## src/rtl/heartbeat_pulse_gen_pkg.sv

```systemverilog
// Shared constants for the heartbeat LED path: rate codes, FSM encoding, counter width.
// The state encoding puts the LED level in bit 0, so the LED can be driven straight from a flop.
package heartbeat_pulse_gen_pkg;

    localparam int unsigned CNT_W = 8;
    localparam int unsigned HB_W  = 2;

    localparam logic [HB_W-1:0] HB_FAST  = 2'd0;
    localparam logic [HB_W-1:0] HB_CALM  = 2'd1;
    localparam logic [HB_W-1:0] HB_SLOW  = 2'd2;
    localparam logic [HB_W-1:0] HB_SLEEP = 2'd3;

    // Bit 0 is set exactly in the pulse states (LUB, DUB).
    typedef enum logic [1:0] {
        REST = 2'b00,
        LUB  = 2'b01,
        GAP  = 2'b10,
        DUB  = 2'b11
    } state_t;

    typedef logic [CNT_W-1:0] cnt_t;
    typedef logic [HB_W-1:0]  hb_code_t;

    function automatic logic is_pulse(input state_t s);
        return s[0];
    endfunction

endpackage

```

## src/rtl/heartbeat_pulse_gen_if.sv

```systemverilog
// Rate-code input and LED pulse outputs of the heartbeat pulse generator.
interface heartbeat_pulse_gen_if;
    import heartbeat_pulse_gen_pkg::*;

    logic     tick;
    hb_code_t heartbeat;
    logic     beat;
    logic     beat_strobe;
    hb_code_t hb_q;

    modport master (
        output tick,
        output heartbeat,
        input  beat,
        input  beat_strobe,
        input  hb_q
    );

    modport slave (
        input  tick,
        input  heartbeat,
        output beat,
        output beat_strobe,
        output hb_q
    );

endinterface

```

## src/rtl/heartbeat_period_lut.sv

```systemverilog
// Maps a rate code to its beat period and returns the REST-state counter load
// (period minus the lub/gap/dub ticks and the single REST tick that ends at cnt==0).
module heartbeat_period_lut
    import heartbeat_pulse_gen_pkg::*;
#(
    parameter int unsigned PULSE_LEN = 3,
    parameter int unsigned GAP_LEN   = 2,
    parameter int unsigned PERIOD_0  = 20,
    parameter int unsigned PERIOD_1  = 40,
    parameter int unsigned PERIOD_2  = 60,
    parameter int unsigned PERIOD_3  = 100
) (
    input  hb_code_t code,
    output cnt_t     rest_load
);

    localparam int unsigned MIN_PERIOD = 2 * PULSE_LEN + GAP_LEN + 1;
    localparam int unsigned MAX_PERIOD = 255;

    if (PULSE_LEN < 1 || PULSE_LEN > 15) begin : g_bad_pulse_len
        $error("heartbeat_period_lut: PULSE_LEN must be within 1..15");
    end
    if (GAP_LEN < 1 || GAP_LEN > 15) begin : g_bad_gap_len
        $error("heartbeat_period_lut: GAP_LEN must be within 1..15");
    end
    if (PERIOD_0 < MIN_PERIOD || PERIOD_0 > MAX_PERIOD) begin : g_bad_period_0
        $error("heartbeat_period_lut: PERIOD_0 out of range");
    end
    if (PERIOD_1 < MIN_PERIOD || PERIOD_1 > MAX_PERIOD) begin : g_bad_period_1
        $error("heartbeat_period_lut: PERIOD_1 out of range");
    end
    if (PERIOD_2 < MIN_PERIOD || PERIOD_2 > MAX_PERIOD) begin : g_bad_period_2
        $error("heartbeat_period_lut: PERIOD_2 out of range");
    end
    if (PERIOD_3 < MIN_PERIOD || PERIOD_3 > MAX_PERIOD) begin : g_bad_period_3
        $error("heartbeat_period_lut: PERIOD_3 out of range");
    end

    cnt_t period;

    always_comb begin
        period = CNT_W'(PERIOD_3);
        case (code)
            HB_FAST:  period = CNT_W'(PERIOD_0);
            HB_CALM:  period = CNT_W'(PERIOD_1);
            HB_SLOW:  period = CNT_W'(PERIOD_2);
            HB_SLEEP: period = CNT_W'(PERIOD_3);
            default:  period = CNT_W'(PERIOD_3);
        endcase
    end

    // Cannot underflow: every period is at least MIN_PERIOD.
    assign rest_load = period - CNT_W'(MIN_PERIOD);

endmodule

```

## src/rtl/heartbeat_pulse_gen.sv

```systemverilog
// Turns the heartbeat rate code into a lub-dub LED pulse train paced by the prescaler tick.
// The rate code is captured once per beat, so a beat in progress always completes at its own rate.
module heartbeat_pulse_gen
    import heartbeat_pulse_gen_pkg::*;
#(
    parameter int unsigned PULSE_LEN = 3,
    parameter int unsigned GAP_LEN   = 2,
    parameter int unsigned PERIOD_0  = 20,
    parameter int unsigned PERIOD_1  = 40,
    parameter int unsigned PERIOD_2  = 60,
    parameter int unsigned PERIOD_3  = 100
) (
    input logic                  clk,
    input logic                  rst,
    heartbeat_pulse_gen_if.slave hb_bus
);

    state_t   state;
    state_t   state_nxt;
    cnt_t     cnt;
    cnt_t     cnt_nxt;
    hb_code_t hb_q;
    hb_code_t hb_q_nxt;
    logic     strobe;
    logic     strobe_nxt;
    cnt_t     rest_load;
    logic     cnt_done;

    heartbeat_period_lut #(
        .PULSE_LEN (PULSE_LEN),
        .GAP_LEN   (GAP_LEN),
        .PERIOD_0  (PERIOD_0),
        .PERIOD_1  (PERIOD_1),
        .PERIOD_2  (PERIOD_2),
        .PERIOD_3  (PERIOD_3)
    ) u_period_lut (
        .code      (hb_q),
        .rest_load (rest_load)
    );

    assign cnt_done = (cnt == '0);

    // State register
    always_ff @(posedge clk) begin
        if (rst) begin
            state <= REST;
        end else begin
            state <= state_nxt;
        end
    end

    // Next-state logic: a state ends on the tick that finds its counter at zero
    always_comb begin
        state_nxt = state;
        if (hb_bus.tick && cnt_done) begin
            case (state)
                REST:    state_nxt = LUB;
                LUB:     state_nxt = GAP;
                GAP:     state_nxt = DUB;
                DUB:     state_nxt = REST;
                default: state_nxt = REST;
            endcase
        end
    end

    // Counter loads, rate-code capture and beat-start strobe
    always_comb begin
        cnt_nxt    = cnt;
        hb_q_nxt   = hb_q;
        strobe_nxt = 1'b0;
        if (hb_bus.tick) begin
            if (!cnt_done) begin
                cnt_nxt = cnt - CNT_W'(1);
            end else begin
                case (state)
                    REST: begin
                        hb_q_nxt   = hb_bus.heartbeat;
                        cnt_nxt    = CNT_W'(PULSE_LEN - 1);
                        strobe_nxt = 1'b1;
                    end
                    LUB:     cnt_nxt = CNT_W'(GAP_LEN - 1);
                    GAP:     cnt_nxt = CNT_W'(PULSE_LEN - 1);
                    DUB:     cnt_nxt = rest_load;
                    default: cnt_nxt = '0;
                endcase
            end
        end
    end

    // Datapath and output registers
    always_ff @(posedge clk) begin
        if (rst) begin
            cnt    <= '0;
            hb_q   <= HB_SLEEP;
            strobe <= 1'b0;
        end else begin
            cnt    <= cnt_nxt;
            hb_q   <= hb_q_nxt;
            strobe <= strobe_nxt;
        end
    end

    assign hb_bus.beat        = is_pulse(state);
    assign hb_bus.beat_strobe = strobe;
    assign hb_bus.hb_q        = hb_q;

endmodule

```

## src/flat_wrapper.sv

```systemverilog
// flat-port wrapper written by rule: the top's interface ports become plain ports
module heartbeat_pulse_gen_flat import heartbeat_pulse_gen_pkg::*;
#(
    parameter int unsigned PULSE_LEN = 3,
    parameter int unsigned GAP_LEN   = 2,
    parameter int unsigned PERIOD_0  = 20,
    parameter int unsigned PERIOD_1  = 40,
    parameter int unsigned PERIOD_2  = 60,
    parameter int unsigned PERIOD_3  = 100
)
  (clk, rst, hb_bus_tick, hb_bus_heartbeat, hb_bus_beat, hb_bus_beat_strobe, hb_bus_hb_q);
  heartbeat_pulse_gen_if hb_bus_i ();
  input logic clk;
  input logic rst;
  input wire logic [$bits(hb_bus_i.tick)-1:0] hb_bus_tick;
  input wire logic [$bits(hb_bus_i.heartbeat)-1:0] hb_bus_heartbeat;
  output wire logic [$bits(hb_bus_i.beat)-1:0] hb_bus_beat;
  output wire logic [$bits(hb_bus_i.beat_strobe)-1:0] hb_bus_beat_strobe;
  output wire logic [$bits(hb_bus_i.hb_q)-1:0] hb_bus_hb_q;
  assign hb_bus_i.tick = hb_bus_tick;
  assign hb_bus_i.heartbeat = hb_bus_heartbeat;
  assign hb_bus_beat = hb_bus_i.beat;
  assign hb_bus_beat_strobe = hb_bus_i.beat_strobe;
  assign hb_bus_hb_q = hb_bus_i.hb_q;
  heartbeat_pulse_gen #(.PULSE_LEN(PULSE_LEN), .GAP_LEN(GAP_LEN), .PERIOD_0(PERIOD_0), .PERIOD_1(PERIOD_1), .PERIOD_2(PERIOD_2), .PERIOD_3(PERIOD_3)) u_core (.clk(clk), .rst(rst), .hb_bus(hb_bus_i));
endmodule
```

## config.mk

```make
export PLATFORM = sky130hd
export DESIGN_NAME = heartbeat_pulse_gen_flat
export DESIGN_NICKNAME = d
export VERILOG_FILES = /design/src/rtl/heartbeat_pulse_gen_pkg.sv /design/src/rtl/heartbeat_pulse_gen_if.sv /design/src/rtl/heartbeat_period_lut.sv /design/src/rtl/heartbeat_pulse_gen.sv /design/src/flat_wrapper.sv
export SDC_FILE = /design/constraint.sdc
export NUM_CORES = 1
export LEC_CHECK = 0
export ABC_CLOCK_PERIOD_IN_PS = 3800
export CAP_MARGIN = 20
export CORE_MARGIN = 2
export CORE_UTILIZATION = 47
export CTS_CLUSTER_SIZE = 10
export DETAILED_ROUTE_END_ITERATION = 16
export GPL_ROUTABILITY_DRIVEN = 0
export PLACE_DENSITY = 0.68
export SLEW_MARGIN = 5
export SYNTH_ARGS = -nofsm -noshare
export SYNTH_HDL_FRONTEND = slang
export SYNTH_SLANG_ARGS = --single-unit
export TNS_END_PERCENT = 20
```

## constraint.sdc

```tcl
create_clock -name clk -period 3.8 [get_ports clk]
set_input_delay 0.57 -clock clk [delete_from_list [all_inputs] [get_ports clk]]
set_output_delay 0.57 -clock clk [all_outputs]
set_load 0.005 [all_outputs]
```

**Word-level counts from Yosys, hierarchy flattened**

Index checks and enable logic that the tools add are counted.

- Output and inout port bits: 4
- Logic and storage cells: 26
- Input port bits: 5
- Register bits: 13

- Muxes and demuxes: 5
- Add/subtract/negate cells: 2
- Bitwise operators: 2
- Reduce and logical (&&, ||, !) cells: 7
- Eq/ne operators: 6

Operators with widths:

| kind | number |
|---|---|
| $pmux 8 s4 | 1 |
| $pmux 8 s3 | 1 |
| $eq 2x2->1 const B | 4 |
| $logic_not 8->1 | 1 |
| $mux 8 | 1 |
| $pmux 2 s4 | 1 |
| $sub 8x1->8 const B | 1 |
| $sub 8x4->8 const B | 1 |
| $eq 2x1->1 const B | 2 |
| $logic_not 2->1 | 2 |
| $reduce_and 3->1 | 1 |
| $reduce_or 3->1 | 1 |
| $not 1->1 | 2 |
| $reduce_or 2->1 | 1 |
| $logic_and 1x1->1 | 1 |
| $mux 1 | 1 |

**Depth between registers and ports, before layout**

- Word-level depth: 5
- Depth in mapped cells: 6

**Hierarchy**

Synthesis repeated with hierarchy kept, for this count alone.

- Cell total of the unflattened synthesis: 110
- Area total of the unflattened synthesis: 894.6 um2

Modules (own cells, without submodules):

| module | cells each | times used | area each (um2) |
|---|---|---|---|
| heartbeat_pulse_gen | 100 | 1 | 829.5 |
| heartbeat_period_lut | 10 | 1 | 65.1 |

**Worst setup path after synthesis**

OpenSTA, ideal clock, no wires.

- Kind: reg-to-reg
- Start point: register u_core.cnt[0]
- End point: register u_core.hb_q[0], in the netlist u_core.hb_bus.hb_q[0]
- Setup time: 0.117 ns
- Cell stages (with the launch flop): 7
- Data required time: 3.683 ns
- Setup slack: 2.112 ns
- Period minus slack after synthesis: 1.688 ns
- Arrival: 1.571 ns
- Cell sequence: dfxtp_1 inv_1 ha_1 or4b_4 nor3_4 mux2i_1 nand2b_1

- Word-level cells in the longest chain between the ends: 2

RTL lines:

| what | line | text |
|---|---|---|
| start: declaration | heartbeat_pulse_gen.sv:20 | `cnt_t cnt;` |
| start signal: assignment | heartbeat_pulse_gen.sv:97 | `cnt <= cnt_nxt;` |
| $logic_not 8->1 | heartbeat_pulse_gen.sv:41 | `assign cnt_done = (cnt == '0);` |
| $reduce_and 3->1 (no line) | n/a |  |
| end signal: assignment | heartbeat_pulse_gen.sv:98 | `hb_q <= hb_q_nxt;` |
| end: declaration | heartbeat_pulse_gen.sv:22 | `hb_code_t hb_q;` |

Every way passes these cells.
A chain may end at the register's enable or synchronous reset.

==> impl_results.rst <==
.. list-table::
   :header-rows: 1

   * - Metric
     - Value
   * - Result of the run
     - finished, final reports clean
   * - Count of fill cells added during filler insertion
     - around 170
   * - Post-layout net count
     - roughly 110
   * - Commonest cells after routing, fill and taps aside
     - 13 x dfxtp_1, 8 x clkdlybuf4s50_1, 7 x inv_1, 7 x ha_1, 6 x nand2_1
   * - Part of the power in registers
     - 36.3%
   * - Die area
     - between 2000 and 2500 um^2
   * - Net Count, Synth
     - 104
   * - Max VDD drop
     - 277 uV
   * - Remaining max-slew budget at the tightest pin
     - about two thirds
   * - Setup Fix Bufs, Post-CTS
     - 0
   * - Y dimension of the die
     - 46.2 um
   * - Buffer depth of the longest clock path
     - 2
   * - Antenna diodes
     - 0
   * - Share of power burned in combinational logic
     - between 40% and 50%
   * - Area delta synth->final
     - 14.2%
   * - Fraction of final layout cells with drive strength greater than 1
     - a little under an eighth
   * - Worst min path class
     - register to register
   * - Post-route core utilization
     - 56.0%
   * - Proportion of synthesized chip area in sequential cells
     - 31.1%
   * - Overall power after layout
     - around 560 uW
   * - Global Route Usage Sum
     - 20.8%
   * - Clock Tree Root
     - clkbuf_4
   * - Row count
     - 15
   * - Summed area of non-filler cells in the final layout
     - ~960 um^2
   * - Post-Synth Simple-Gate Area
     - about a third
   * - Worst Path Arrival
     - 2.35 ns
   * - Clk pin slew, worst setup/hold paths
     - 0.09 ns
   * - Core Region
     - 1710 um^2
   * - Routed WL
     - 1780 um
   * - Clock period minus final worst setup slack
     - 2.20 ns
   * - Largest net degree at the start of global routing
     - 16
   * - Average wire per standard cell
     - 14.2 um
   * - Worst Skew
     - just under 0.005 ns
   * - CP Launch Type
     - input pin
   * - CTS Hold Bufs
     - 0
   * - Footprint of the multi-input gates
     - roughly 530 um^2
   * - Number of max-slew violations in the final report
     - 0
   * - Port Buffers
     - 8
   * - Setup repair after global routing missed its margin
     - no
   * - Max Cap Viol
     - 0
   * - Static leakage power
     - 0.353 nW
   * - Unique masters post-synth
     - 37
   * - Synthesis Warnings
     - 0
   * - Width of the chip
     - 46.2 um
   * - Adder and majority gate portion of the synthesized area
     - 10.5%
   * - # IOs
     - 9
   * - Via count
     - 740
   * - Layer with the highest usage
     - met1
   * - Post-synthesis instance area
     - 837 um^2
   * - Critical path data required time
     - between 3 and 4 ns
   * - Final routed DRC violation total
     - 0
   * - Clock tree from TritonCTS
     - done
   * - Cts bufs inserted
     - 3
   * - Main combinational cell family by area after synthesis
     - simple AND/OR/NAND/NOR gates
   * - Via count normalized by instance count
     - 5.87
   * - Power per standard cell area
     - 585 nW/um^2
   * - Post-Synth XOR/XNOR Area
     - 0%
   * - Met1 GRT Util
     - around 30%
   * - Initial antenna violation count
     - 0
   * - Met3 Resource Use GR
     - under 10%
   * - Capturing element type of the critical path
     - register
   * - Commonest non-fill, non-tap cell in the layout
     - dfxtp_1
   * - Top fanout value on the critical path
     - 15
   * - DRT iter0 DRCs
     - 15
   * - Total gr overflow
     - 0
   * - Complex-gate fraction of the synthesized area
     - 16.9%
   * - Register area
     - about 260 um^2
   * - TritonCTS Sinks
     - 13
   * - Post-cts repair resize count
     - 0
   * - Remaining antenna violation count after routing
     - 0
   * - Aggregate negative setup slack
     - 0 ns
   * - Final Hold Vio Count
     - 0
   * - Global routing met2 resource utilization
     - 29.7%
   * - Final setup violation count
     - 0
   * - Clock latency reported for the late side of the worst-skew pair
     - 0.28 ns
   * - Multiplexer fraction of the synthesized cell area
     - 4.78%
   * - Net switching fraction of the power
     - 42.8%
   * - Avg Inst Size Synth
     - between 9 and 10 um^2
   * - Portion of total power attributed to the clock network
     - between 10% and 20%
   * - FFs w/ async S/R, synth
     - 0%
   * - Synthesized flop and latch total
     - 13
   * - H-tree depth reported by CTS
     - 1
   * - Switching power of the nets
     - 240 uW
   * - First-pass GRT wire length
     - 3190 um
   * - Cell-internal power
     - 320 uW
   * - Number of optimization iterations in the first detailed-route pass
     - 4
   * - Most common flop cell mapped by yosys
     - dfxtp_1
   * - Number of global-route vias before repair
     - slightly below 700
   * - Achievable frequency
     - 0.454 GHz
   * - Number of synthesized flops with an enable pin
     - 0
   * - Detailed placer's ending HPWL
     - about 1300 um
   * - Placed Area
     - a little over 900 um^2
   * - Syn Inst Count
     - 92
   * - Initial core utilization
     - 49.0%
   * - Fin crit share
     - 57.9%
   * - Slew at the pin closest to its max-slew limit
     - about 0.5 ns
   * - Path type of the worst setup path
     - input pin to register
kinds of logic after synthesis:
kind of cell	Yosys count
simple gates	38
compound gates	20
flops	13
buf+inv	10
fa+ha+maj	7
mux	4
worst max-delay path, stage by stage:
cell and delay (ns):
clkdlybuf4s50_1 0.78, or4b_1 0.54, nor3_1 0.21, mux2i_1 0.21
nor2_1 0.05
synth_stat cells (3+ instances only):
| master | count | area [um^2] |
|---|---|---|
| nor2_1 | 5 | 18.8 |
| inv_1 | 7 | 26.3 |
| nor3_1 | 3 | 15.0 |
| o21ai_1 | 3 | 15.0 |
| ha_1 | 7 | 87.6 |
| a21oi_1 | 5 | 25.0 |
| nand3_1 | 5 | 25.0 |
| dfxtp_1 | 13 | 260 |
| mux2i_1 | 4 | 40.0 |
| nand2_1 | 6 | 22.5 |
area by class of cell:
| cell class | instances | area share, % |
|---|---|---|
| clock buffer | 4 | 2.75 |
| inverter | 7 | 2.75 |
| multi-input combinational | 69 | 55.6 |
| sequential | 13 | 27.2 |
| tap | 25 | 3.27 |
| timing repair buffer | 8 | 8.38 |
metal layers:
metal	vias up	part of all wire, %
li1	364	-
met1	348	48
met2	19	44
met3	9	4.8
met4	0	3.0
met5	-	0
through the flow:
stage                     instances  hold WS, ns  setup WS (ns)
final                           126        0.491           1.60
after global routing            126        0.534           1.48
after CTS                       126        0.495           1.62
after detailed placement        122        0.479           1.32
after global placement          122        0.483           1.38
after floorplan                  92        0.457           2.11
final timing paths:
kind	startpoint	depth (start not counted)	slack, ns	to
min reg2reg	u_core.cnt[5]$_SDFFE_PP0P_	2	0.49	u_core.cnt[5]$_SDFFE_PP0P_
max reg2reg	u_core.cnt[0]$_SDFFE_PP0P_	6	1.91	u_core.cnt[0]$_SDFFE_PP0P_
min	u_core.cnt[5]$_SDFFE_PP0P_	2	0.49	u_core.cnt[5]$_SDFFE_PP0P_
max	hb_bus_tick	5	1.60	u_core.cnt[7]$_SDFFE_PP0P_
power by group through the flow:
stage / clock network, mW / registers, mW / logic, mW
after CTS: 0.0900 / 0.203 / 0.269
after global placement: 0 / 0.205 / 0.260
after global routing: 0.0965 / 0.210 / 0.299
after detailed placement: 0 / 0.205 / 0.267
after floorplan: 0 / 0.193 / 0.215
final: 0.0882 / 0.203 / 0.268
sequential cells by signal (all words and copies together) (netlist names):
signal	count
u_core.state	2
u_core.hb_bus.beat_strobe	1
u_core.hb_bus.hb_q	2
u_core.cnt	8
No activity file was read; power rests on OpenSTA's default activity.
